**config.mk**
```make
export PLATFORM = sky130hd
export DESIGN_NAME = buffer_arbiter
export DESIGN_NICKNAME = d
export VERILOG_FILES = /design/src/rtl/buffer_arbiter.sv
export SDC_FILE = /design/constraint.sdc
export NUM_CORES = 1
export LEC_CHECK = 0
export BUFFER_PORTS_ARGS = -buffer_cell sky130_fd_sc_hd__buf_2
export CAP_MARGIN = 20
export CELL_PAD_IN_SITES_DETAIL_PLACEMENT = 0
export CELL_PAD_IN_SITES_GLOBAL_PLACEMENT = 1
export CORE_AREA = 2 2 170 172
export DETAILED_ROUTE_END_ITERATION = 12
export DIE_AREA = 0 0 172 174
export PLACE_DENSITY = 0.78
export SYNTH_ARGS = -nofsm -noshare
export SYNTH_HDL_FRONTEND = slang
export SYNTH_SLANG_ARGS = --single-unit
```
**constraint.sdc**
```tcl
create_clock -name clk -period 2.1 [get_ports clk]
set_clock_uncertainty 0.05 [all_clocks]
set_input_delay 0 -clock clk [delete_from_list [all_inputs] [get_ports clk]]
set_output_delay 0 -clock clk [all_outputs]
set_load 0.05 [all_outputs]
```
**src/rtl/buffer_arbiter.sv**
```systemverilog
`default_nettype none
// ============================================================================
// Module      : buffer_arbiter
// Description : Two-port round-robin arbiter and sequencer for the single-port
//               byte/word-addressable 64-bit scratch buffer. Port 0 is the
//               loader, port 1 the compute engine. One access at a time:
//               IDLE (arbitrate) -> ISSUE (drive buffer) -> RESP (reads only).
// Revision    : 1.0 - initial release
// ============================================================================
module buffer_arbiter #(
  parameter int BuffDepth = 256,
  parameter int ByteAddrW = $clog2(BuffDepth),
  parameter int WordDepth = BuffDepth / 8,
  parameter int WordAddrW = $clog2(WordDepth)
) (
  input  logic                 clk,
  input  logic                 rst_n,
  input  logic                 req0_valid,
  output logic                 req0_ready,
  input  logic                 req0_we,
  input  logic                 req0_mode,
  input  logic [ByteAddrW-1:0] req0_addr,
  input  logic [63:0]          req0_wdata,
  input  logic                 req1_valid,
  output logic                 req1_ready,
  input  logic                 req1_we,
  input  logic                 req1_mode,
  input  logic [ByteAddrW-1:0] req1_addr,
  input  logic [63:0]          req1_wdata,
  output logic                 rsp0_valid,
  output logic [63:0]          rsp0_rdata,
  output logic                 rsp1_valid,
  output logic [63:0]          rsp1_rdata,
  output logic                 buf_write_en,
  output logic                 buf_read_en,
  output logic                 buf_addr_mode,
  output logic [ByteAddrW-1:0] buf_byte_addr,
  output logic [WordAddrW-1:0] buf_word_addr,
  output logic [7:0]           buf_byte_in,
  output logic [63:0]          buf_word_in,
  input  logic [63:0]          buf_word_out,
  output logic                 busy
);

  typedef enum logic [1:0] {
    ST_IDLE  = 2'd0,
    ST_ISSUE = 2'd1,
    ST_RESP  = 2'd2
  } state_t;

  state_t                 state_q, state_d;
  logic                   last_grant_q, last_grant_d;

  // Latched request; these registers also drive the buffer pins directly so
  // address/data hold their last values outside ISSUE.
  logic                   we_q, mode_q, port_q;
  logic [ByteAddrW-1:0]   addr_q;
  logic [63:0]            wdata_q;

  // Per-port response data, held between response pulses.
  logic [63:0]            hold0_q, hold1_q;

  logic                   accept;
  logic                   grant_port;
  logic                   acc_we, acc_mode;
  logic [ByteAddrW-1:0]   acc_addr;
  logic [63:0]            acc_wdata;
  logic [63:0]            rsp_word;

  // Buffer read word is registered inside the buffer, so it is valid in RESP;
  // byte reads pick the lane selected by the latched low address bits.
  assign rsp_word = mode_q ? buf_word_out
                           : {56'h0, buf_word_out[{addr_q[2:0], 3'b000} +: 8]};

  // Request fields of the winning port.
  assign acc_we    = grant_port ? req1_we    : req0_we;
  assign acc_mode  = grant_port ? req1_mode  : req0_mode;
  assign acc_addr  = grant_port ? req1_addr  : req0_addr;
  assign acc_wdata = grant_port ? req1_wdata : req0_wdata;

  assign buf_addr_mode = mode_q;
  assign buf_byte_addr = addr_q;
  assign buf_word_addr = addr_q[ByteAddrW-1:3];
  assign buf_byte_in   = wdata_q[7:0];
  assign buf_word_in   = wdata_q;

  // Next-state, arbitration and strobe/response decode.
  always_comb begin
    state_d      = state_q;
    last_grant_d = last_grant_q;
    accept       = 1'b0;
    grant_port   = 1'b0;
    req0_ready   = 1'b0;
    req1_ready   = 1'b0;
    buf_write_en = 1'b0;
    buf_read_en  = 1'b0;
    rsp0_valid   = 1'b0;
    rsp1_valid   = 1'b0;
    rsp0_rdata   = hold0_q;
    rsp1_rdata   = hold1_q;
    busy         = (state_q != ST_IDLE);
    case (state_q)
      ST_IDLE: begin
        // On a tie the port that did not win last time goes first.
        if (req0_valid && (!req1_valid || last_grant_q)) begin
          req0_ready = 1'b1;
          accept     = 1'b1;
          grant_port = 1'b0;
        end else if (req1_valid) begin
          req1_ready = 1'b1;
          accept     = 1'b1;
          grant_port = 1'b1;
        end
        if (accept) begin
          last_grant_d = grant_port;
          state_d      = ST_ISSUE;
        end
      end
      ST_ISSUE: begin
        buf_write_en = we_q;
        buf_read_en  = !we_q;
        state_d      = we_q ? ST_IDLE : ST_RESP;
      end
      ST_RESP: begin
        if (port_q) begin
          rsp1_valid = 1'b1;
          rsp1_rdata = rsp_word;
        end else begin
          rsp0_valid = 1'b1;
          rsp0_rdata = rsp_word;
        end
        state_d = ST_IDLE;
      end
      default: state_d = ST_IDLE;
    endcase
  end

  // State and round-robin pointer; reset favours port 0 on the first tie.
  always_ff @(posedge clk) begin
    if (!rst_n) begin
      state_q      <= ST_IDLE;
      last_grant_q <= 1'b1;
    end else begin
      state_q      <= state_d;
      last_grant_q <= last_grant_d;
    end
  end

  // Capture the winning request at accept.
  always_ff @(posedge clk) begin
    if (!rst_n) begin
      we_q    <= 1'b0;
      mode_q  <= 1'b0;
      port_q  <= 1'b0;
      addr_q  <= '0;
      wdata_q <= '0;
    end else if (accept) begin
      we_q    <= acc_we;
      mode_q  <= acc_mode;
      port_q  <= grant_port;
      addr_q  <= acc_addr;
      wdata_q <= acc_wdata;
    end
  end

  // Keep the last delivered response word per port.
  always_ff @(posedge clk) begin
    if (!rst_n) begin
      hold0_q <= '0;
      hold1_q <= '0;
    end else if (state_q == ST_RESP) begin
      if (port_q) hold1_q <= rsp_word;
      else        hold0_q <= rsp_word;
    end
  end

endmodule
`default_nettype wire

```
==> Word-level counts from Yosys, hierarchy flattened <==
Index checks and enable logic that the tools add are counted.
{ "classes": {"eq_ne": 3, "shifts": 1, "n_mux": 26, "reduce_logical": 7} }
{ "ops": {"columns": ["op", "n"], "rows": [
  ["64-bit 2-to-1 mux", 6],
  ["64-bit by 7-bit variable part select with 8-bit output", 1],
  ["1-bit 2-to-1 mux", 16],
  ["8-bit 2-to-1 mux", 1],
  ["2-bit 2-to-1 mux", 2],
  ["2-bit case mux with 2 select lines", 1],
  ["2-bit by 1-bit == test with 1-bit output (second input constant)", 1],
  ["2-bit == test (second input constant)", 1],
  ["1-bit zero test", 2],
  ["2-bit zero test", 1],
  ["2-bit != test (second input constant)", 1],
  ["2-bit AND reduction", 1],
  ["2-bit nonzero test", 1],
  ["1-bit logical AND", 1],
  ["1-bit logical OR", 1]
]} }
{ "totals": {"ff_bits": 206, "out_inout_bits": 221, "elab_cells": 46} }

==> Logic depth before layout (Yosys ltp) <==
Gate-level depths: netlist of the first run.
{ "depth": {"word_depth": 7, "ltp_mapped": 7, "mapped_depth_nobuf": 5} }

==> Worst setup path before layout of the first run <==
Ideal clock, no wire load.
{ "synth_path": {"path_type": "flip-flop to flip-flop", "start": "register mode_q, in the netlist buf_addr_mode", "end": "register hold1_q[27]", "arrival_ns": 2.704, "required_ns": 1.985, "slack_ns": -0.719, "stages_incl_launch_ff": 6, "path_cell_list": "dfxtp_1 clkbuf_1 clkbuf_1 nand2_1 o21ai_0 and2_1"} }
{ "synth_via": {"elab_chain_cells": 3} }
{ "synth_lines": {"columns": ["item", "line", "text"], "rows": [
  ["from (decl)", "56", "logic we_q, mode_q, port_q;"],
  ["from (signal assigned)", "159", "mode_q <= acc_mode;"],
  ["64-bit 2-to-1 mux", "72", "assign rsp_word = mode_q ? buf_word_out"],
  ["64-bit 2-to-1 mux (2 in series)", null, null],
  ["via rsp1_rdata[27]", "33", "output logic [63:0] rsp1_rdata,"],
  ["to (signal assigned)", "172", "if (port_q) hold1_q <= rsp_word;"],
  ["to (decl)", "61", "logic [63:0] hold0_q, hold1_q;"]
]} }
The timed path passes the listed nets, and every way through them passes these cells.
A chain may end at the register's enable or synchronous reset.

==> Worst setup path in the final report of the first run <==
{ "layout_path": {"start": "register addr_q[0], in the netlist buf_byte_addr[0]", "end": "output rsp0_rdata[7]"} }
{ "layout_via": {"elab_chain_cells": 4} }
{ "layout_lines": {"columns": ["item", "line", "text"], "rows": [
  ["from (decl)", "57", "logic [ByteAddrW-1:0] addr_q;"],
  ["from (signal assigned)", "161", "addr_q <= acc_addr;"],
  ["64-bit by 7-bit variable part select with 8-bit output", "73", ": {56'h0, buf_word_out[{addr_q[2:0], 3'b000} +: 8]};"],
  ["64-bit 2-to-1 mux", "72", null],
  ["64-bit 2-to-1 mux", "125", "if (port_q) begin"],
  ["64-bit 2-to-1 mux", "102", "case (state_q)"],
  ["to (decl)", "31", "output logic [63:0] rsp0_rdata,"]
]} }
Every way passes these cells.

==> parameters.txt, run 1 <==
Parameter                              Value

Timing
  Fin worst setup slack    -0.114 ns
  Count of final max-slew check failures    0
  Number of endpoints with negative hold slack in the final report    1
  Period Utilization, post-route    105%
  Relative slew slack    47.6%
  Setup-failing EPs final    16
  Worst-margin pin slew    0.783 ns
  FMAX    452 MHz
  Shortest clock period the worst path allows after layout    2.21 ns
  RSZ-0062 raised after global routing    yes
  Final-layout worst hold slack    -0.000399 ns

Power
  Power density relative to cell area    681 nW/um^2
  Leakage power figure    0.00707 uW
  Largest voltage drop on the vdd net    538 uV

Setup path
  Kind of end point of the critical path    output pin
  Number of cells on the critical path    5
  Largest stage delay on the critical path    0.52 ns
  Type of element launching the critical path    register
  Buffer and inverter count on the worst path    2
  Maximum fanout encountered on the critical timing path    8
  WP data arrival    2.16 ns
  Largest delay share family, worst path    multiplexers
  Req. time, crit path    2.05 ns
  CP Class    register to output pin
  Number of cells on the worst reg-to-reg path    7
  Slowest library cell on the worst path    sky130_fd_sc_hd__mux4_2
  CP Cell Sequence    clkbuf_16 -> mux4_2 -> mux2i_4 -> o211ai_2 -> buf_6

Clock tree
  Clock Path Buffers    3
  Clock root cell    sky130_fd_sc_hd__clkbuf_16
  Post-CTS clock slew at the launch and capture registers of the worst setup and hold paths    0.06 ns
  Number of buffers added by the clock tree synthesis step    25
  Latest clock arrival within the worst-skew pair    0.52 ns
  CTS H-tree lvls    1
  CTS sink cnt    206
  CTS tree    yes

Floorplanning
  Core Box Area    28,200 um^2
  Die Outline Area    29,900 um^2
  Starting density of the core    32.4%
  Horizontal die dimension    172 um
  Number of core rows    62
  Die extent in y    174 um
  Top-level port count    437

Synthesis
  Syn Nets    1,257
  YS warnings    0
  Number of distinct standard cells referenced by the synthesized netlist    33
  Avg Synthesized Cell Area    8.80 um^2
  Synthesized area    9160 um^2
  Sequential element share of the synthesized area    45.0%
  Post-synthesis register bit count    206
  Post-Synthesis Cells    1,041

Routing
  Routed length per placed instance    21.3 um
  First drt pass iteration count    5
  Total via count in the routed design    10,500
  Detailed Route Iter0 Violations    623
  Total detailed-routing wirelength    43,900 um
  Number of nets with antenna violations after routing    0
  DR vias/cell    5.11
  Drt drc    0

Placement
  GPL Wtd Cong    0.823
  Detailed placement HPWL    28,900 um
  Placement Setup Slack    0.173 ns
  Port Buffers    436

Global route
  Via count of the first global-routing pass    10,800
  Initial antenna violation count    7
  GRT Residual Overflow    0
  Global-route wire length before repair    64,300 um
  Maximum number of pins on one net before global-route repair    105
  All-Layer GR Usage    28.0%

Run status
  Violations in the final reports    hold timing, setup timing
  Run status    complete, but fails checks

Cells and area
  Share of the core filled with cells    60.0%
  Share of final-layout standard cells stronger than drive strength 1    43.2%
  Synth-to-layout area growth    85.0%
  Post-layout net count    1,865

Flow run
  Max capacitance violation total    0

Hold path
  Class of the worst hold path    primary input to register
  Number of cells on the worst hold path    4
[registers in the layout, indices dropped and copies added, names as in the netlist]
register       cells
buf_word_in       64
we_q               1
port_q             1
state_q            2
hold0_q           64
last_grant_q       1
buf_byte_addr      8
buf_addr_mode      1
hold1_q           64
[tightest hold or removal path: cells and delay by family]
kind                   cells  cell delay [ns]
AND/OR/NAND/NOR            2             0.33
buffers and inverters      1             0.13
AO/OA/AOI/OAI              1             0.07
[cell type report]
class / instances / area, um^2
Tap cell: 384 / 480
Sequential cell: 206 / 4140
Antenna cell: 7 / 17.5
Multi-Input combinational cell: 722 / 5840
Timing Repair Buffer: 690 / 5660
Fill cell: 2368 / 11300
Inverter: 4 / 15.0
Clock buffer: 37 / 731
Clock inverter: 8 / 77.6
[cells in the mapped netlist]
cell,n,area (um^2)
sky130_fd_sc_hd__buf_6,1,11.3
sky130_fd_sc_hd__o21ai_1,37,185
sky130_fd_sc_hd__nor3b_1,1,7.51
sky130_fd_sc_hd__or3b_1,1,8.76
sky130_fd_sc_hd__inv_2,1,3.75
sky130_fd_sc_hd__nand2b_1,2,12.5
sky130_fd_sc_hd__nor2_2,1,6.26
sky130_fd_sc_hd__a21oi_1,2,10.0
sky130_fd_sc_hd__nand2_1,259,972
sky130_fd_sc_hd__mux4_2,9,203
sky130_fd_sc_hd__clkbuf_8,1,13.8
sky130_fd_sc_hd__dfxtp_1,206,4120
sky130_fd_sc_hd__buf_1,3,11.3
sky130_fd_sc_hd__a21bo_2,1,10.0
sky130_fd_sc_hd__inv_1,2,7.51
sky130_fd_sc_hd__nor2b_1,1,6.26
sky130_fd_sc_hd__nor2_1,4,15.0
sky130_fd_sc_hd__clkbuf_1,66,248
sky130_fd_sc_hd__o21ai_0,77,385
sky130_fd_sc_hd__mux4_1,7,184
sky130_fd_sc_hd__and3b_1,1,8.76
sky130_fd_sc_hd__nand3_1,16,80.1
sky130_fd_sc_hd__buf_4,14,105
sky130_fd_sc_hd__buf_12,1,20.0
sky130_fd_sc_hd__a21boi_1,1,7.51
sky130_fd_sc_hd__o211ai_2,16,200
sky130_fd_sc_hd__mux2i_4,8,180
sky130_fd_sc_hd__o221ai_1,74,648
sky130_fd_sc_hd__clkinv_1,1,3.75
sky130_fd_sc_hd__buf_2,23,115
sky130_fd_sc_hd__a21boi_0,73,548
sky130_fd_sc_hd__nand3b_1,1,7.51
sky130_fd_sc_hd__and2_1,130,813
[worst paths after layout]
path / from / to / slack [ns]
max: buf_byte_addr[0]$_SDFFE_PN0P_ / rsp0_rdata[7] / -0.11
min: buf_word_out[10] / hold0_q[10]$_SDFF_PN0_ / -0.0004
max reg2reg: state_q[1]$_SDFFE_PN0P_ / buf_word_in[29]$_SDFFE_PN0P_ / 0.29
min reg2reg: buf_word_in[26]$_SDFFE_PN0P_ / buf_word_in[26]$_SDFFE_PN0P_ / 0.41
[metrics by stage]
| stage | std cells | TNS [ns] | total power (uW) | area, um^2 |
|---|---|---|---|---|
| 4_1_cts | 2049 | -2.85 | 11600 | 16800 |
| 3_3_place_gp | 1782 | 0 | 6780 | 13000 |
| 3_5_place_dp | 1782 | 0 | 6790 | 13000 |
| 2_1_floorplan | 1041 | -2.71 | 5960 | 10300 |
| 5_1_grt | 2057 | -2.25 | 11900 | 16900 |
| 6_report | 2058 | -1.27 | 11600 | 17000 |
[timing repair]
action / 4_1_cts / 5_1_grt
endpoints found under the hold margin: 170 / 0
resized for setup: 207 / 44
setup endpoints to repair: 104 / 98
pin swaps: 22 / 14
gates cloned: 11 / 3
buffers inserted: 9 / 2
hold buffers: 202 / 0
[placed cells by master, fill, tap and decap left out, types with 2 or more instances in the layout]
cell type and instances:
sky130_fd_sc_hd__buf_4 50, sky130_fd_sc_hd__clkbuf_1 6, sky130_fd_sc_hd__nand2_1 233, sky130_fd_sc_hd__buf_6 52
sky130_fd_sc_hd__dfxtp_2 3, sky130_fd_sc_hd__clkbuf_4 18, sky130_fd_sc_hd__o221ai_1 74, sky130_fd_sc_hd__a21boi_0 73
sky130_fd_sc_hd__dfxtp_1 200, sky130_fd_sc_hd__buf_16 14, sky130_fd_sc_hd__a21oi_1 2, sky130_fd_sc_hd__and2_1 130
sky130_fd_sc_hd__dlygate4sd3_1 202, sky130_fd_sc_hd__nand2_4 19, sky130_fd_sc_hd__dfxtp_4 3, sky130_fd_sc_hd__buf_2 329
sky130_fd_sc_hd__nor2_1 2, sky130_fd_sc_hd__buf_12 20, sky130_fd_sc_hd__o211ai_2 16, sky130_fd_sc_hd__diode_2 7
sky130_fd_sc_hd__buf_8 2, sky130_fd_sc_hd__nor2_4 2, sky130_fd_sc_hd__clkbuf_8 6, sky130_fd_sc_hd__nand3_1 16
sky130_fd_sc_hd__clkbuf_16 28, sky130_fd_sc_hd__o21ai_2 13, sky130_fd_sc_hd__nand2_2 7, sky130_fd_sc_hd__o21ai_4 100
sky130_fd_sc_hd__mux2i_4 8, sky130_fd_sc_hd__clkinv_2 4, sky130_fd_sc_hd__mux4_2 16, sky130_fd_sc_hd__inv_1 2
[power breakdown]
group	internal [uW]	switching, uW
clock	2530	1770
sequential	4080	129
combinational	1130	1910
[metal layers]
metal / wire (um) / up-vias / track usage (%)
li1: - / 4831 / -
met1: 16700 / 5000 / 31.7
met2: 21700 / 546 / 49.5
met3: 3240 / 136 / 6.49
met4: 2240 / 0 / 12.6
met5: 0 / - / 0
[kinds of logic (layout without fill, tap and decap cells)]
| logic type | Yosys count | in the layout | share of synthesized area, % |
|---|---|---|---|
| simple gates | 417 | 417 | 21.2 |
| compound gates | 281 | 281 | 21.8 |
| flops | 206 | 206 | 45.0 |
| buf+inv | 113 | 739 | 5.89 |
| mux | 24 | 24 | 6.19 |
| other cells | 0 | 7 | 0 |
Note: power is estimated with default switching activity, not from simulation.
==> inputs of run 2 (changes only) <==
==> constraint.sdc (replaced) <==
create_clock -name clk -period 2.4 [get_ports clk]
set_clock_uncertainty 0.05 [all_clocks]
set_input_delay 0 -clock clk [delete_from_list [all_inputs] [get_ports clk]]
set_output_delay 0 -clock clk [all_outputs]
set_load 0.05 [all_outputs]
==> parameters.txt, run 2 (synthesized netlist as in run 1, its figures left out) <==
Parameter                              Value

Power
  Power density relative to cell area    666 nW/um^2
  Leakage power figure    0.00642 uW
  Largest voltage drop on the vdd net    523 uV
  Total power of the final layout    9860 uW

Routing
  Length of routed met3 wiring    3090 um
  Number of nets with antenna violations after routing    0
  Topmost layer with routed signal wires    met4
  First drt pass iteration count    7
  Wire length the detailed router placed on met1    15,700 um
  Total via count in the routed design    10,100
  Drt drc    0
  Routed length per placed instance    19.3 um
  Detailed Route Iter0 Violations    634
  DR vias/cell    4.93
  Total detailed-routing wirelength    39,400 um
  Wire length on met2    19,200 um

Clock tree
  CTS sink cnt    206
  Number of buffers added by the clock tree synthesis step    24
  Clock root cell    sky130_fd_sc_hd__clkbuf_16
  Post-CTS clock slew at the launch and capture registers of the worst setup and hold paths    0.06 ns
  Clock Path Buffers    3
  CTS H-tree lvls    1
  Latest clock arrival within the worst-skew pair    0.52 ns
  CTS tree    yes

Timing
  FMAX    431 MHz
  Shortest clock period the worst path allows after layout    2.32 ns
  Relative slew slack    57.7%
  Count of final max-slew check failures    0
  Number of endpoints with negative hold slack in the final report    0
  RSZ-0062 raised after global routing    yes
  Fin worst setup slack    0.0813 ns
  Setup-failing EPs final    0
  Period Utilization, post-route    96.6%
  Worst-margin pin slew    0.635 ns

Global route
  Via count of the first global-routing pass    9,961
  Initial antenna violation count    9
  Global-route wire length before repair    57,900 um
  All-Layer GR Usage    25.0%
  Maximum number of pins on one net before global-route repair    121
  GRT Residual Overflow    0

Run status
  Run status    completed

Floorplanning
  Starting density of the core    32.4%
  Die extent in y    174 um
  Core Box Area    28,200 um^2
  Horizontal die dimension    172 um
  Die Outline Area    29,900 um^2
  Number of core rows    62
  Top-level port count    437

Placement
  Placement Setup Slack    0.374 ns
  Detailed placement HPWL    27,100 um
  Port Buffers    436
  GPL Wtd Cong    0.873
  Total cell area at the placement stage    11,700 um^2

Setup path
  Maximum fanout encountered on the critical timing path    17
  WP data arrival    2.27 ns
  Type of element launching the critical path    register
  Register-to-Register Setup Slack    0.15 ns
  Kind of end point of the critical path    output pin
  Reg2reg start    state_q[1]$_SDFFE_PN0P_
  Endpoint of the lowest-slack register-to-register path    buf_word_in[20]$_SDFFE_PN0P_
  Req. time, crit path    2.35 ns
  Number of cells on the worst reg-to-reg path    7
  CP Class    register to output pin

Cells and area
  Area used by multi-input combinational logic    4660 um^2
  Share of final-layout standard cells stronger than drive strength 1    34.8%
  Footprint of the flip-flops and latches    4130 um^2
  Synth-to-layout area growth    61.5%
  Leading cell types in the layout, fill and taps excluded    sky130_fd_sc_hd__buf_2, sky130_fd_sc_hd__nand2_1, sky130_fd_sc_hd__dlygate4sd3_1
  Share of the core filled with cells    52.4%
  Finished Cell Area    14,800 um^2
  Filler cell count in the final layout    2,662
  Commonest non-fill, non-tap cell in the layout    sky130_fd_sc_hd__buf_2
  Post-layout net count    1,849

Hold path
  Hold EP    hold0_q[24]$_SDFF_PN0_
  Start point of the worst min-delay path    buf_word_out[24]
  Number of cells on the worst hold path    4
  Class of the worst hold path    primary input to register

Flow run
  Max capacitance violation total    0
-- run 2: layer usage --
metal | global-route usage (%) | vias up
li1 | - | 4804
met5 | 0 | -
met4 | 10.2 | 0
met1 | 30.2 | 4779
met3 | 5.03 | 71
met2 | 43.1 | 437
-- run 2: report_power, final --
part | internal [uW] | switching (uW) | total [uW]
combinational | 964 | 1530 | 2490
clock | 2230 | 1470 | 3690
sequential | 3570 | 103 | 3670
total | 6760 | 3100 | 9860
-- run 2: final cells by class --
cell class / count / area share (%)
well taps: 384 / 3.25
flip-flops and latches: 206 / 27.9
diodes: 10 / 0.169
repair buffers: 675 / 31.7
multi-input cells: 722 / 31.5
inverters: 4 / 0.101
clock buffers: 40 / 5.08
clock inverters: 4 / 0.304
-- run 2: worst max path at each step --
stage                                              from                      endpoint  cells past startpoint
after floorplan              buf_addr_mode$_SDFFE_PN0P_        hold1_q[15]$_SDFF_PN0_                      5
after global placement    buf_byte_addr[0]$_SDFFE_PN0P_         hold1_q[0]$_SDFF_PN0_                      4
after detailed placement  buf_byte_addr[0]$_SDFFE_PN0P_         hold1_q[3]$_SDFF_PN0_                      4
after CTS                       state_q[1]$_SDFFE_PN0P_                 rsp0_rdata[4]                      5
after global routing            state_q[1]$_SDFFE_PN0P_  buf_word_in[20]$_SDFFE_PN0P_                      7
final                     buf_byte_addr[0]$_SDFFE_PN0P_                 rsp1_rdata[5]                      5
-- run 2: repair_timing --
item                       CTS  global route
cloned                       0             2
resized for setup            2            17
buffers inserted             0             9
hold buffers               211             0
setup endpoints to repair   16            92
hold endpoints to repair   186             0
-- run 2: metrics by stage --
step	cells	TNS, ns	hold WS, ns
after floorplan	1041	-8.86	0.186
after global placement	1769	0	0.298
after detailed placement	1769	0	0.312
after CTS	2024	0	0.00571
after global routing	2044	-0.0161	0.0143
final	2045	0	0.0115
-- run 2: critical path, cell delays in order (launching register included) --
cell and delay, ns:
sky130_fd_sc_hd__dfxtp_4 0.50, sky130_fd_sc_hd__buf_4 0.17, sky130_fd_sc_hd__mux4_2 0.52, sky130_fd_sc_hd__mux2i_4 0.20, sky130_fd_sc_hd__o211ai_2 0.12, sky130_fd_sc_hd__buf_2 0.24
==> inputs of run 3 (changes only) <==
--- a/config.mk
+++ b/config.mk
@@ -13,6 +13,7 @@
 export DETAILED_ROUTE_END_ITERATION = 12
 export DIE_AREA = 0 0 172 174
 export PLACE_DENSITY = 0.78
+export RECOVER_POWER = 50
 export SYNTH_ARGS = -nofsm -noshare
 export SYNTH_HDL_FRONTEND = slang
 export SYNTH_SLANG_ARGS = --single-unit
==> parameters.txt, run 3 (synthesized netlist as in run 1, its figures left out) <==
Parameter                              Value

Routing
  Total via count in the routed design    10,100
  Detailed Route Iter0 Violations    669
  First drt pass iteration count    7
  DR vias/cell    4.91
  Total detailed-routing wirelength    39,300 um
  Number of nets with antenna violations after routing    0
  Drt drc    0
  Routed length per placed instance    19.2 um

Clock tree
  CTS H-tree lvls    1
  Clock root cell    sky130_fd_sc_hd__clkbuf_16
  Post-CTS clock slew at the launch and capture registers of the worst setup and hold paths    0.06 ns
  CTS sink cnt    206
  Number of buffers added by the clock tree synthesis step    24
  Clock Path Buffers    3
  CTS tree    yes
  Latest clock arrival within the worst-skew pair    0.52 ns

Hold path
  Number of cells on the worst hold path    4
  Class of the worst hold path    primary input to register

Floorplanning
  Number of core rows    62
  Horizontal die dimension    172 um
  Starting density of the core    32.4%
  Top-level port count    437
  Core Box Area    28,200 um^2
  Die extent in y    174 um
  Die Outline Area    29,900 um^2

Timing
  Relative slew slack    55.8%
  Total negative setup slack    0 ns
  Final-layout worst hold slack    0.0179 ns
  Number of endpoints with negative hold slack in the final report    0
  RSZ-0062 raised after global routing    yes
  FMAX    432 MHz
  Worst-margin pin slew    0.666 ns
  Setup-failing EPs final    0
  Period Utilization, post-route    96.3%
  Count of final max-slew check failures    0
  Shortest clock period the worst path allows after layout    2.31 ns

Setup path
  Setup crit start    buf_byte_addr[0]$_SDFFE_PN0P_
  Register-to-Register Setup Slack    0.15 ns
  CP Class    register to output pin
  Reg2reg start    state_q[1]$_SDFFE_PN0P_
  Type of element launching the critical path    register
  Endpoint of the lowest-slack register-to-register path    buf_word_in[20]$_SDFFE_PN0P_
  Req. time, crit path    2.35 ns
  Number of cells on the worst reg-to-reg path    7
  WP data arrival    2.26 ns
  Capturing instance or port of the critical path    rsp1_rdata[5]
  Kind of end point of the critical path    output pin
  Maximum fanout encountered on the critical timing path    17

Cells and area
  Post-layout net count    1,849
  Filler cell count in the final layout    2,715
  Share of final-layout standard cells stronger than drive strength 1    29.7%
  Synth-to-layout area growth    60.3%
  Leading cell types in the layout, fill and taps excluded    sky130_fd_sc_hd__buf_2, sky130_fd_sc_hd__nand2_1, sky130_fd_sc_hd__dlygate4sd3_1
  Commonest non-fill, non-tap cell in the layout    sky130_fd_sc_hd__buf_2

Placement
  Port Buffers    436
  Detailed placement HPWL    27,100 um
  GPL Wtd Cong    0.873

Global route
  Via count of the first global-routing pass    9,961
  All-Layer GR Usage    25.0%
  GRT Residual Overflow    0
  Global-route wire length before repair    57,900 um
  Initial antenna violation count    9
  Maximum number of pins on one net before global-route repair    121

Flow run
  Max capacitance violation total    0

Power
  Leakage power figure    0.00609 uW
  Largest voltage drop on the vdd net    520 uV
  Power density relative to cell area    669 nW/um^2

Run status
  Run status    completed
[run 3: cell type report]
class	count	area, um^2	area share, %
multi-input combinational	722	4660	31.7
timing repair buffer	675	4590	31.2
sequential	206	4130	28.1
clock buffer	40	752	5.12
tap	384	480	3.27
clock inverter	4	45.0	0.307
antenna	10	25.0	0.170
inverter	4	15.0	0.102
[run 3: per-layer routing]
layer / GRT usage [%] / wire length (um) / up-vias
li1: - / - / 4800
met3: 5.03 / 3010 / 70
met1: 30.2 / 15600 / 4742
met5: 0 / 0 / -
met2: 43.1 / 19300 / 438
met4: 10.2 / 1390 / 0
[run 3: power breakdown]
| group | switching [uW] | internal, uW | total [uW] |
|---|---|---|---|
| combinational | 1530 | 924 | 2450 |
| clock | 1470 | 2230 | 3700 |
| sequential | 105 | 3570 | 3680 |
[run 3: what timing repair did]
item | in CTS | in global routing
hold buffers | 211 | 0
setup endpoints to repair | 16 | 92
resized for setup | 2 | 17
hold endpoints to repair | 186 | 0
cloned | 0 | 2
setup buffers | 0 | 9
[run 3: how the worst min path moves through the flow]
stage	from	endpoint	slack, ns
finish	buf_word_out[24]	hold0_q[24]$_SDFF_PN0_	0.02
global route	buf_word_out[32]	hold1_q[32]$_SDFF_PN0_	0.01
CTS	buf_word_out[32]	hold1_q[32]$_SDFF_PN0_	0.006
detailed placement	req0_wdata[20]	buf_word_in[20]$_SDFFE_PN0P_	0.31
global placement	req0_wdata[2]	buf_word_in[2]$_SDFFE_PN0P_	0.30
floorplan	req0_addr[0]	buf_byte_addr[0]$_SDFFE_PN0P_	0.19
[run 3: stage by stage]
step                instances  power, uW  instance area (um^2)  utilization (%)  worst slack (ns)
floorplan                1041       5120                  9280                -            -0.410
global placement         1769       5750                 11700             41.4             0.421
detailed placement       1769       5760                 11700             41.4             0.374
CTS                      2024       9860                 14600             51.7            0.0221
global route             2044      10200                 14700             52.0           -0.0143
finish                   2045       9820                 14700             52.0            0.0878
[run 3: critical path, cell delays in order (launching register included)]
cell and delay, ns:
sky130_fd_sc_hd__dfxtp_4 0.49, sky130_fd_sc_hd__buf_4 0.17, sky130_fd_sc_hd__mux4_2 0.52, sky130_fd_sc_hd__mux2i_4 0.20, sky130_fd_sc_hd__o211ai_2 0.11, sky130_fd_sc_hd__buf_2 0.24
